**src/rtl/matmul_pkg.sv**
```systemverilog
`default_nettype none
// ============================================================================
// Package  : matmul_pkg
// Desc     : Shared width helpers and tile geometry for the parallel matrix
//            multiplier (multiplier top, row_col_multiplier tiles, writeback).
// Revision : 1.0 - initial release
// ============================================================================
package matmul_pkg;

  localparam int c_data_w = 32;
  localparam int c_base_w = 16;

  // Row and column base of a tile inside the result matrix.
  typedef struct packed {
    logic [c_base_w-1:0] row;
    logic [c_base_w-1:0] col;
  } tile_base_t;

  // Integer ceiling division, used for the tiles-per-side count.
  function automatic int ceil_div(input int a, input int b);
    return (a + b - 1) / b;
  endfunction

  // Index width that stays at least one bit wide for trivial ranges.
  function automatic int idx_width(input int n);
    return (n > 1) ? $clog2(n) : 1;
  endfunction

  // Requester k owns tile row k/t and tile column k%t; each tile is m wide.
  function automatic tile_base_t tile_base(input int k, input int t, input int m);
    tile_base_t b;
    b.row = c_base_w'((k / t) * m);
    b.col = c_base_w'((k % t) * m);
    return b;
  endfunction

endpackage
`default_nettype wire

```
**src/rtl/rr_priority_picker.sv**
```systemverilog
`default_nettype none
// ============================================================================
// Module   : rr_priority_picker
// Desc     : Combinational round-robin picker. Searches upward from ptr+1
//            with wrap-around and returns a one-hot grant and winner index.
// Revision : 1.0 - initial release
// ============================================================================
module rr_priority_picker #(
  parameter int N_REQ = 9,
  parameter int PTR_W = 4
) (
  input  logic [N_REQ-1:0] i_eligible,
  input  logic [PTR_W-1:0] i_ptr,
  output logic [N_REQ-1:0] o_grant,
  output logic [PTR_W-1:0] o_winner,
  output logic             o_valid
);

  logic [PTR_W-1:0] w_idx;

  // First eligible requester after the pointer wins; the pointer itself is last.
  always_comb begin
    o_grant  = '0;
    o_winner = '0;
    o_valid  = 1'b0;
    w_idx    = '0;
    for (int i = 1; i <= N_REQ; i++) begin
      w_idx = PTR_W'((int'(i_ptr) + i) % N_REQ);
      if (!o_valid && i_eligible[w_idx]) begin
        o_valid         = 1'b1;
        o_winner        = w_idx;
        o_grant[w_idx]  = 1'b1;
      end
    end
  end

endmodule
`default_nettype wire

```
**src/rtl/result_writeback_arbiter.sv**
```systemverilog
`default_nettype none
// ============================================================================
// Module   : result_writeback_arbiter
// Desc     : Shares the single R write port among tile multipliers. Grants
//            round-robin, translates tile-local indices to absolute R
//            coordinates, issues one registered write per cycle, counts
//            completed writes and flags completion, bad addresses, overflow.
// Revision : 1.0 - initial release
// ============================================================================
module result_writeback_arbiter
  import matmul_pkg::*;
#(
  parameter int N     = 10,
  parameter int M     = 4,
  parameter int T     = ceil_div(N, M),
  parameter int N_REQ = T * T,
  parameter int IDX_W = idx_width(N),
  parameter int LOC_W = idx_width(M)
) (
  input  logic                      clk,
  input  logic                      rst,
  input  logic                      start,
  input  logic [N_REQ-1:0]          req_stb,
  input  logic [N_REQ*LOC_W-1:0]    req_i,
  input  logic [N_REQ*LOC_W-1:0]    req_j,
  input  logic [N_REQ*c_data_w-1:0] req_data,
  output logic [N_REQ-1:0]          req_ack,
  output logic                      wr_en,
  output logic [IDX_W-1:0]          wr_row,
  output logic [IDX_W-1:0]          wr_col,
  output logic [c_data_w-1:0]       wr_data,
  output logic                      all_done,
  output logic                      addr_err,
  output logic                      overflow
);

  localparam int c_ptr_w = idx_width(N_REQ);
  localparam int c_cnt_w = $clog2(N * N + 1);
  // One extra bit so an edge-tile address cannot wrap below N before the check.
  localparam int c_aw    = IDX_W + 1;

  localparam logic [c_cnt_w-1:0] c_full     = c_cnt_w'(N * N);
  localparam logic [c_ptr_w-1:0] c_ptr_init = c_ptr_w'(N_REQ - 1);
  localparam logic [c_aw-1:0]    c_n        = c_aw'(N);

  logic [1:0]            r_rst_sync;
  logic                  w_rst_n;
  logic [c_ptr_w-1:0]    r_ptr;
  logic [N_REQ-1:0]      r_ack;
  logic                  r_wr_en;
  logic [IDX_W-1:0]      r_wr_row;
  logic [IDX_W-1:0]      r_wr_col;
  logic [c_data_w-1:0]   r_wr_data;
  logic [c_cnt_w-1:0]    r_count;
  logic                  r_all_done;
  logic                  r_addr_err;
  logic                  r_overflow;

  logic [N_REQ-1:0]      w_eligible;
  logic [N_REQ-1:0]      w_grant;
  logic [c_ptr_w-1:0]    w_winner;
  logic                  w_valid;
  logic [c_aw-1:0]       w_row    [N_REQ];
  logic [c_aw-1:0]       w_col    [N_REQ];
  logic [N_REQ-1:0]      w_in_range;
  logic [IDX_W-1:0]      w_sel_row;
  logic [IDX_W-1:0]      w_sel_col;
  logic [c_data_w-1:0]   w_sel_data;
  logic                  w_sel_ok;

  // Assertion is immediate; release reaches the datapath two edges later.
  always_ff @(posedge clk or negedge rst) begin
    if (!rst) r_rst_sync <= 2'b00;
    else      r_rst_sync <= {r_rst_sync[0], 1'b1};
  end
  assign w_rst_n = r_rst_sync[1];

  // A requester still being acknowledged is masked to avoid a double grant.
  assign w_eligible = req_stb & ~r_ack;

  rr_priority_picker #(
    .N_REQ (N_REQ),
    .PTR_W (c_ptr_w)
  ) u_picker (
    .i_eligible (w_eligible),
    .i_ptr      (r_ptr),
    .o_grant    (w_grant),
    .o_winner   (w_winner),
    .o_valid    (w_valid)
  );

  for (genvar k = 0; k < N_REQ; k++) begin : g_xlate
    localparam tile_base_t c_base = tile_base(k, T, M);
    assign w_row[k]      = c_base.row[c_aw-1:0] + c_aw'(req_i[k*LOC_W +: LOC_W]);
    assign w_col[k]      = c_base.col[c_aw-1:0] + c_aw'(req_j[k*LOC_W +: LOC_W]);
    assign w_in_range[k] = (w_row[k] < c_n) && (w_col[k] < c_n);
  end

  // Steer the winning requester's address, data and range verdict.
  always_comb begin
    w_sel_row  = '0;
    w_sel_col  = '0;
    w_sel_data = '0;
    w_sel_ok   = 1'b0;
    for (int k = 0; k < N_REQ; k++) begin
      if (w_grant[k]) begin
        w_sel_row  = w_row[k][IDX_W-1:0];
        w_sel_col  = w_col[k][IDX_W-1:0];
        w_sel_data = req_data[k*c_data_w +: c_data_w];
        w_sel_ok   = w_in_range[k];
      end
    end
  end

  // Pointer, write port, completion counter and sticky flags.
  always_ff @(posedge clk or negedge w_rst_n) begin
    if (!w_rst_n) begin
      r_ptr      <= c_ptr_init;
      r_ack      <= '0;
      r_wr_en    <= 1'b0;
      r_wr_row   <= '0;
      r_wr_col   <= '0;
      r_wr_data  <= '0;
      r_count    <= '0;
      r_all_done <= 1'b0;
      r_addr_err <= 1'b0;
      r_overflow <= 1'b0;
    end else if (start) begin
      r_ptr      <= c_ptr_init;
      r_ack      <= '0;
      r_wr_en    <= 1'b0;
      r_count    <= '0;
      r_all_done <= 1'b0;
      r_addr_err <= 1'b0;
      r_overflow <= 1'b0;
    end else begin
      r_all_done <= (r_count == c_full);
      r_ack      <= w_grant;
      r_wr_en    <= 1'b0;
      if (w_valid) begin
        r_ptr <= w_winner;
        if (w_sel_ok) begin
          r_wr_en   <= 1'b1;
          r_wr_row  <= w_sel_row;
          r_wr_col  <= w_sel_col;
          r_wr_data <= w_sel_data;
          // The write still happens once full; the counter just saturates.
          if (r_count == c_full) r_overflow <= 1'b1;
          else                   r_count    <= r_count + c_cnt_w'(1);
        end else begin
          r_addr_err <= 1'b1;
        end
      end
    end
  end

  assign req_ack  = r_ack;
  assign wr_en    = r_wr_en;
  assign wr_row   = r_wr_row;
  assign wr_col   = r_wr_col;
  assign wr_data  = r_wr_data;
  assign all_done = r_all_done;
  assign addr_err = r_addr_err;
  assign overflow = r_overflow;

endmodule
`default_nettype wire

```
**config.mk**
```make
export PLATFORM = sky130hd
export DESIGN_NAME = result_writeback_arbiter
export DESIGN_NICKNAME = d
export VERILOG_FILES = /design/src/rtl/matmul_pkg.sv /design/src/rtl/rr_priority_picker.sv /design/src/rtl/result_writeback_arbiter.sv
export SDC_FILE = /design/constraint.sdc
export NUM_CORES = 1
export LEC_CHECK = 0
export CORE_AREA = 4 4 225 227
export DETAILED_ROUTE_END_ITERATION = 7
export DIE_AREA = 0 0 229 231
export PLACE_DENSITY = 0.53
export SYNTH_ARGS = -nofsm -noshare
export SYNTH_HDL_FRONTEND = slang
export SYNTH_SLANG_ARGS = --single-unit
export TNS_END_PERCENT = 30
```
**constraint.sdc**
```tcl
create_clock -name clk -period 2.7 [get_ports clk]
set_input_delay 0.54 -clock clk [delete_from_list [all_inputs] [get_ports clk]]
set_output_delay 0.54 -clock clk [all_outputs]
set_load 0.01 [all_outputs]
```
Yosys cells after proc, flatten, opt, wreduce, memory -nomap -nowiden
Index checks and enable logic that the tools add are counted.
Word-level totals
  register bits: 66
  input bits: 336
  output and inout port bits: 53
  word-level logic and storage cells: 250
Operators by class
  add/sub/neg operators: 22
  div/mod/pow operators: 9
  magnitude comparators: 36
  eq/ne operators: 3
  muxes and demuxes: 117
  bitwise logic cells: 11
  reductions and logical operators: 41
Operator list (count)
  $mod 32x5->32 const B: 9
  $mux 32: 9
  $mux 4: 27
  $mux 9: 10
  $or 9x9->9: 8
  $mux 1: 47
  $lt 4x5->1 const B: 9
  $bmux 1 s4: 9
  $demux 1 s4: 9
  $ge 4x1->1 const B: 9
  $add 4x2->5 const A: 6
  $lt 5x4->1 const B: 6
  $mux 7: 4
  $logic_and 1x1->1: 26
  $add 3x2->4 const A: 6
  $lt 2x4->1 const B: 6
  $lt 4x4->1 const B: 6
  $add 4x3->5 const B: 4
  $add 4x2->5 const B: 2
  $add 4x4->5 const B: 2
  $and 9x9->9: 1
  $not 9->9: 1
  $reduce_and 3->1: 3
  $logic_not 1->1: 8
  other kinds (8): 12

Depth between registers and ports, before layout
  depth after elaboration: 41
  depth in mapped cells: 35

By module
A second synthesis with hierarchy kept.
Second synthesis, totals
  cells, all modules: 1565
  area, all modules: 11730.0 um^2
Modules (own cells, without submodules)
  rr_priority_picker: times used 1, cells an instance 932, area each 6680.2 um^2, seq. area each 0.0 um^2
  result_writeback_arbiter: times used 1, cells an instance 633, area each 5049.8 um^2, seq. area each 1652.8 um^2

Worst setup path after synthesis
No wires, ideal clock.
  path type: register to register
  from: register r_ptr[0]
  to: register r_wr_col[0], in the netlist wr_col[0]
  arrival time: 8177 ps
  path slack: -5602 ps
  stages on the path, launching flop included: 35
  buffers on the path: 9
  period minus slack after synthesis: 8302 ps
  cell sequence: dfrtp_1 -> buf_6 -> clkinv_1 -> clkbuf_1 -> clkbuf_1 -> buf_1 -> clkbuf_1 -> ha_1 -> inv_2 -> clkbuf_1 -> ha_1 -> or2_2 -> or2_1 -> o21ai_1 -> xnor2_1 -> inv_2 -> ha_1 -> nor2b_1 -> nand4_1 -> a21oi_2 -> or3_1 -> a22o_1 -> o22ai_1 -> and2_1 -> clkbuf_1 -> and4b_1 -> and3_1 -> a221oi_2 -> o21ai_2 -> or3_4 -> a211oi_2 -> or4_1 -> buf_4 -> buf_6 -> mux2_4
On the way
  word-level cells in the longest chain between the ends: 39
  elaborated cells on any way between the ends: 142
  those cells by class: add/sub (9); div (9); order compare (18); mux (72); bitwise (8); reduce/logical (26)
RTL lines
  start, declared: RTL line result_writeback_arbiter.sv:48  | logic [c_ptr_w-1:0] r_ptr;
  start signal, assigned: RTL line result_writeback_arbiter.sv:118  | r_ptr <= c_ptr_init;
  start signal, assigned: RTL line result_writeback_arbiter.sv:129  | r_ptr <= c_ptr_init;
  start signal, assigned: RTL line result_writeback_arbiter.sv:141  | r_ptr <= w_winner;
  parallel branches: the longest is 39 deep, another holds $mod 32x5->32
  end signal, assigned: RTL line result_writeback_arbiter.sv:145  | r_wr_col <= w_sel_col;
  end, declared: RTL line result_writeback_arbiter.sv:52  | logic [IDX_W-1:0] r_wr_col;
Several ways; the timed one is not identified. The select of a mux whose other input is x is not followed.
A chain may end at the register's enable or synchronous reset.

Final worst setup path
  from: register r_ptr[0]
  to: register r_wr_data[5], in the netlist wr_data[5]
On the way
  word-level cells in the longest chain between the ends: 39
  elaborated cells on any way between the ends: 142
  those cells by class: add/sub (9); div (9); order compare (18); mux (72); bitwise (8); reduce/logical (26)
RTL lines
  parallel branches: the longest is 39 deep, another holds $mod 32x5->32
  end signal, assigned: RTL line result_writeback_arbiter.sv:146  | r_wr_data <= w_sel_data;
  end, declared: RTL line result_writeback_arbiter.sv:53  | logic [c_data_w-1:0] r_wr_data;
Several ways; the timed one is not identified. The select of a mux whose other input is x is not followed.

==> impl_metrics.yaml <==
die:
  rows: 81
  core_mm2: 0.04865
  die_w_um: 229
  die_h_um: 231
  ioPinCount: 389
  start_util_pct: 24.78
  dieArea_mm2: 0.05290
timing:
  fin_skew_ps: 20.96
  setup_viol: 63
  timing.fmax_mhz: 165.7
  worst_pin_slew_ps: 967.8
  hold_viol: 0
  fin_crit_sh_pct: 223.5
  finalMaxSlewViolations: 0
  setup_ws_ps: -3334
  rsz0062_at_grt: "yes"
  slew_headroom_pct: 35.48
  hold_ws_ps: 340.8
  period_minus_slack_ps: 6034
place:
  hpwl_um: 59730
  portBuffers: 388
  place_congestion: 1.036
critical_path:
  crit_start: "r_ptr[0]$_DFFE_PN0P_"
  cp_num_buf_inv: 6
  required_ps: 2930
  cp-end-kind: "flop"
  r2r_cells: 28
  slowest_delay_ps: 570
  r2r_start: "r_ptr[0]$_DFFE_PN0P_"
  cp-start-kind: "flop"
  rr_endpoint: "wr_data[5]$_DFFE_PN0P_"
  cp_common_cell: "ha_4"
  crit_family: "simple AND/OR/NAND/NOR gates"
  critPathSlowestCell: "or4_4"
  path_depth: 28
  rrSetupSlack_ps: -3330
  crit_end: "wr_data[5]$_DFFE_PN0P_"
  crit_type: "reg2reg"
  worstPathMaxFanout: 5
  arrival_ps: 6260
drt:
  drtIter0Drc: 1400
  wl_per_cell_um: 23.73
  route.detailed.drc: 0
  first_pass_iters: 8
  vias_per_cell: 5.531
  wl_um: 73310
  detail-route-antenna-nets: 0
  vias: 17090
run_status:
  violations: "negative setup slack"
  status: "finished, violations left"
global_routing:
  grt_first_pass_wirelength_um: 106800
  gr-total-overflow: 0
  grt_start_max_net_pins: 63
  grt_usage_pct: 26.06
  antenna_found_initial: 2
  grt_pass1_vias: 17470
synth:
  synth.top_cell.area_share_pct: 13.49
  synthArstFlopShare_pct: 100.0
  synth-edff-count: 0
  avgSynthCellArea_um2: 7.568
  synth_area_mm2: 0.01206
  syn_inst: 1593
  syn-num-nets: 1981
  synth_cell_type_count: 124
  synth_seq_cells: 66
  synth_area_leaders: "dfrtp_1 13%, ha_1 5.4%, nand2_1 4.7%, nor2_1 4.7%, mux2_4 4.4%"
  yosysSeqAreaShare_pct: 13.71
  ys.flop_type: "dfrtp_1"
  synth_largest_area_cell: "dfrtp_1"
  yosys_warnings: 0
clock_network:
  cts.sink_count: 66
  cts_buffers: 9
  htree_levels: 3
  clk-insertion-delay-late_ps: 360
  clk_pin_slew_worst_paths_ps: 70
  cts_tree: "built"
  cts_buffer_depth: 2
  cts_root_buf: "clkbuf_16"
  hold_buffers: 0
worst_hold_path:
  worstHoldPathType: "in2async"
finish:
  fin_nets: 2849
  n_fill_cell: 4822
  seqCellArea_mm2: 0.001658
  area_growth_pct: 83.87
  multi_input_area_mm2: 0.01055
  drive_gt1_share_pct: 34.91
run:
  cap_violations: 0
## cell usage in the layout (no fill, tap or decap), types with 15 or more instances in the layout
cell | synthesis | routed
inv_1 | 58 | 55
a21oi_1 | 72 | 63
a22o_1 | 19 | 18
a22oi_1 | 46 | 45
o21ai_0 | 69 | 61
buf_4 | 9 | 537
xnor2_1 | 23 | 20
mux2_4 | 35 | 36
a222oi_1 | 34 | 34
buf_6 | 9 | 16
nor2_1 | 150 | 144
ha_1 | 52 | 33
and2_1 | 18 | 15
nor3_1 | 31 | 29
nand2b_1 | 28 | 28
o22ai_1 | 36 | 33
a211o_1 | 40 | 40
clkdlybuf4s50_1 | 0 | 388
nor2b_1 | 30 | 28
dfrtp_1 | 65 | 63
nand2_1 | 151 | 148
nand3_1 | 80 | 80
o211ai_1 | 20 | 20
mux2i_1 | 22 | 21
buf_12 | 0 | 16
a31oi_1 | 20 | 16
## metrics by stage
stage               cells  area (µm²)  TNS [ps]  worst slack, ps  util [%]
CTS                  3060       21550   -190670            -3298     44.30
detailed placement   3017       20380   -219230            -3790     41.89
global placement     3017       20380   -213870            -3690     41.89
floorplan            1593       12300   -248430            -4216         -
global route         3089       22170   -205620            -3517     45.57
finish               3089       22170   -193890            -3334     45.57
## metal layers
metal | wire, µm | vias up | track usage (%)
li1 | - | 7881 | -
met1 | 29760 | 8266 | 32.11
met2 | 35880 | 790 | 45.76
met3 | 4643 | 148 | 3.936
met4 | 3022 | 0 | 10.12
met5 | 0 | - | 0
## how the worst min path moves through the flow
stage / slack [ps] / endpoint / start / depth (start not counted)
2_1_floorplan: 240 / r_rst_sync[0]$_DFF_PN0_ / rst / 0
3_3_place_gp: 340 / r_rst_sync[1]$_DFF_PN0_ / r_rst_sync[0]$_DFF_PN0_ / 0
3_5_place_dp: 340 / r_rst_sync[1]$_DFF_PN0_ / r_rst_sync[0]$_DFF_PN0_ / 0
4_1_cts: 330 / r_rst_sync[0]$_DFF_PN0_ / rst / 1
5_1_grt: 340 / r_rst_sync[0]$_DFF_PN0_ / rst / 1
6_report: 340 / r_rst_sync[0]$_DFF_PN0_ / rst / 1
## state kept, by name (all words and copies together), names as in the netlist
register    flops
addr_err        1
wr_col          4
wr_data        32
r_rst_sync      2
r_ptr           4
all_done        1
req_ack         9
r_count         7
wr_row          4
overflow        1
wr_en           1
## timing repair
item | in CTS | in global routing
gates cloned | 4 | 1
setup buffers | 23 | 27
gates resized for setup | 121 | 71
pin swaps | 41 | 52
endpoints found under the setup margin | 63 | 63
## cells in the mapped netlist (all sizes together), types with 9 or more instances
| cell | number |
|---|---|
| a211o | 42 |
| a211oi | 21 |
| a21o | 16 |
| a21oi | 82 |
| a221oi | 12 |
| a222oi | 34 |
| a22o | 19 |
| a22oi | 47 |
| a31oi | 20 |
| a32oi | 16 |
| and2 | 18 |
| and3 | 16 |
| buf | 45 |
| clkbuf | 61 |
| dfrtp | 65 |
| ha | 52 |
| inv | 66 |
| mux2 | 45 |
| mux2i | 22 |
| nand2 | 155 |
| nand2b | 29 |
| nand3 | 82 |
| nand4 | 14 |
| nor2 | 154 |
| nor2b | 30 |
| nor3 | 32 |
| nor3b | 9 |
| nor4 | 9 |
| o211ai | 23 |
| o21a | 10 |
| o21ai | 84 |
| o221ai | 11 |
| o22ai | 37 |
| o31ai | 13 |
| or2 | 18 |
| or3 | 10 |
| or4 | 11 |
| xnor2 | 34 |
## cells by family (layout without fill, tap and decap cells)
kind of cell	after synthesis	count (layout)	share of synthesized area, %
xor gates and xnor gates	36	36	3.456
adders and majority gates	52	52	5.397
muxes	75	75	8.614
and+or+nand+nor	613	613	25.52
AOI/OAI and AO/OA	577	577	36.85
buffers and inverters	173	1046	6.424
DFF	66	66	13.71
other	1	2	0.03111
## cell type report
type                    instances  share of cell area, %
multi-input cells            1354                  47.59
repair buffers                963                  38.59
flip-flops and latches         66                  7.479
well taps                     622                  3.511
inverters                      67                  1.236
clock buffers                  10                  1.078
clock inverters                 6                 0.5080
diodes                          1                0.01129
Power is left out: the tool's default activity adds up to more than one toggle a clock period on the data nets, which glitch-free logic cannot reach.
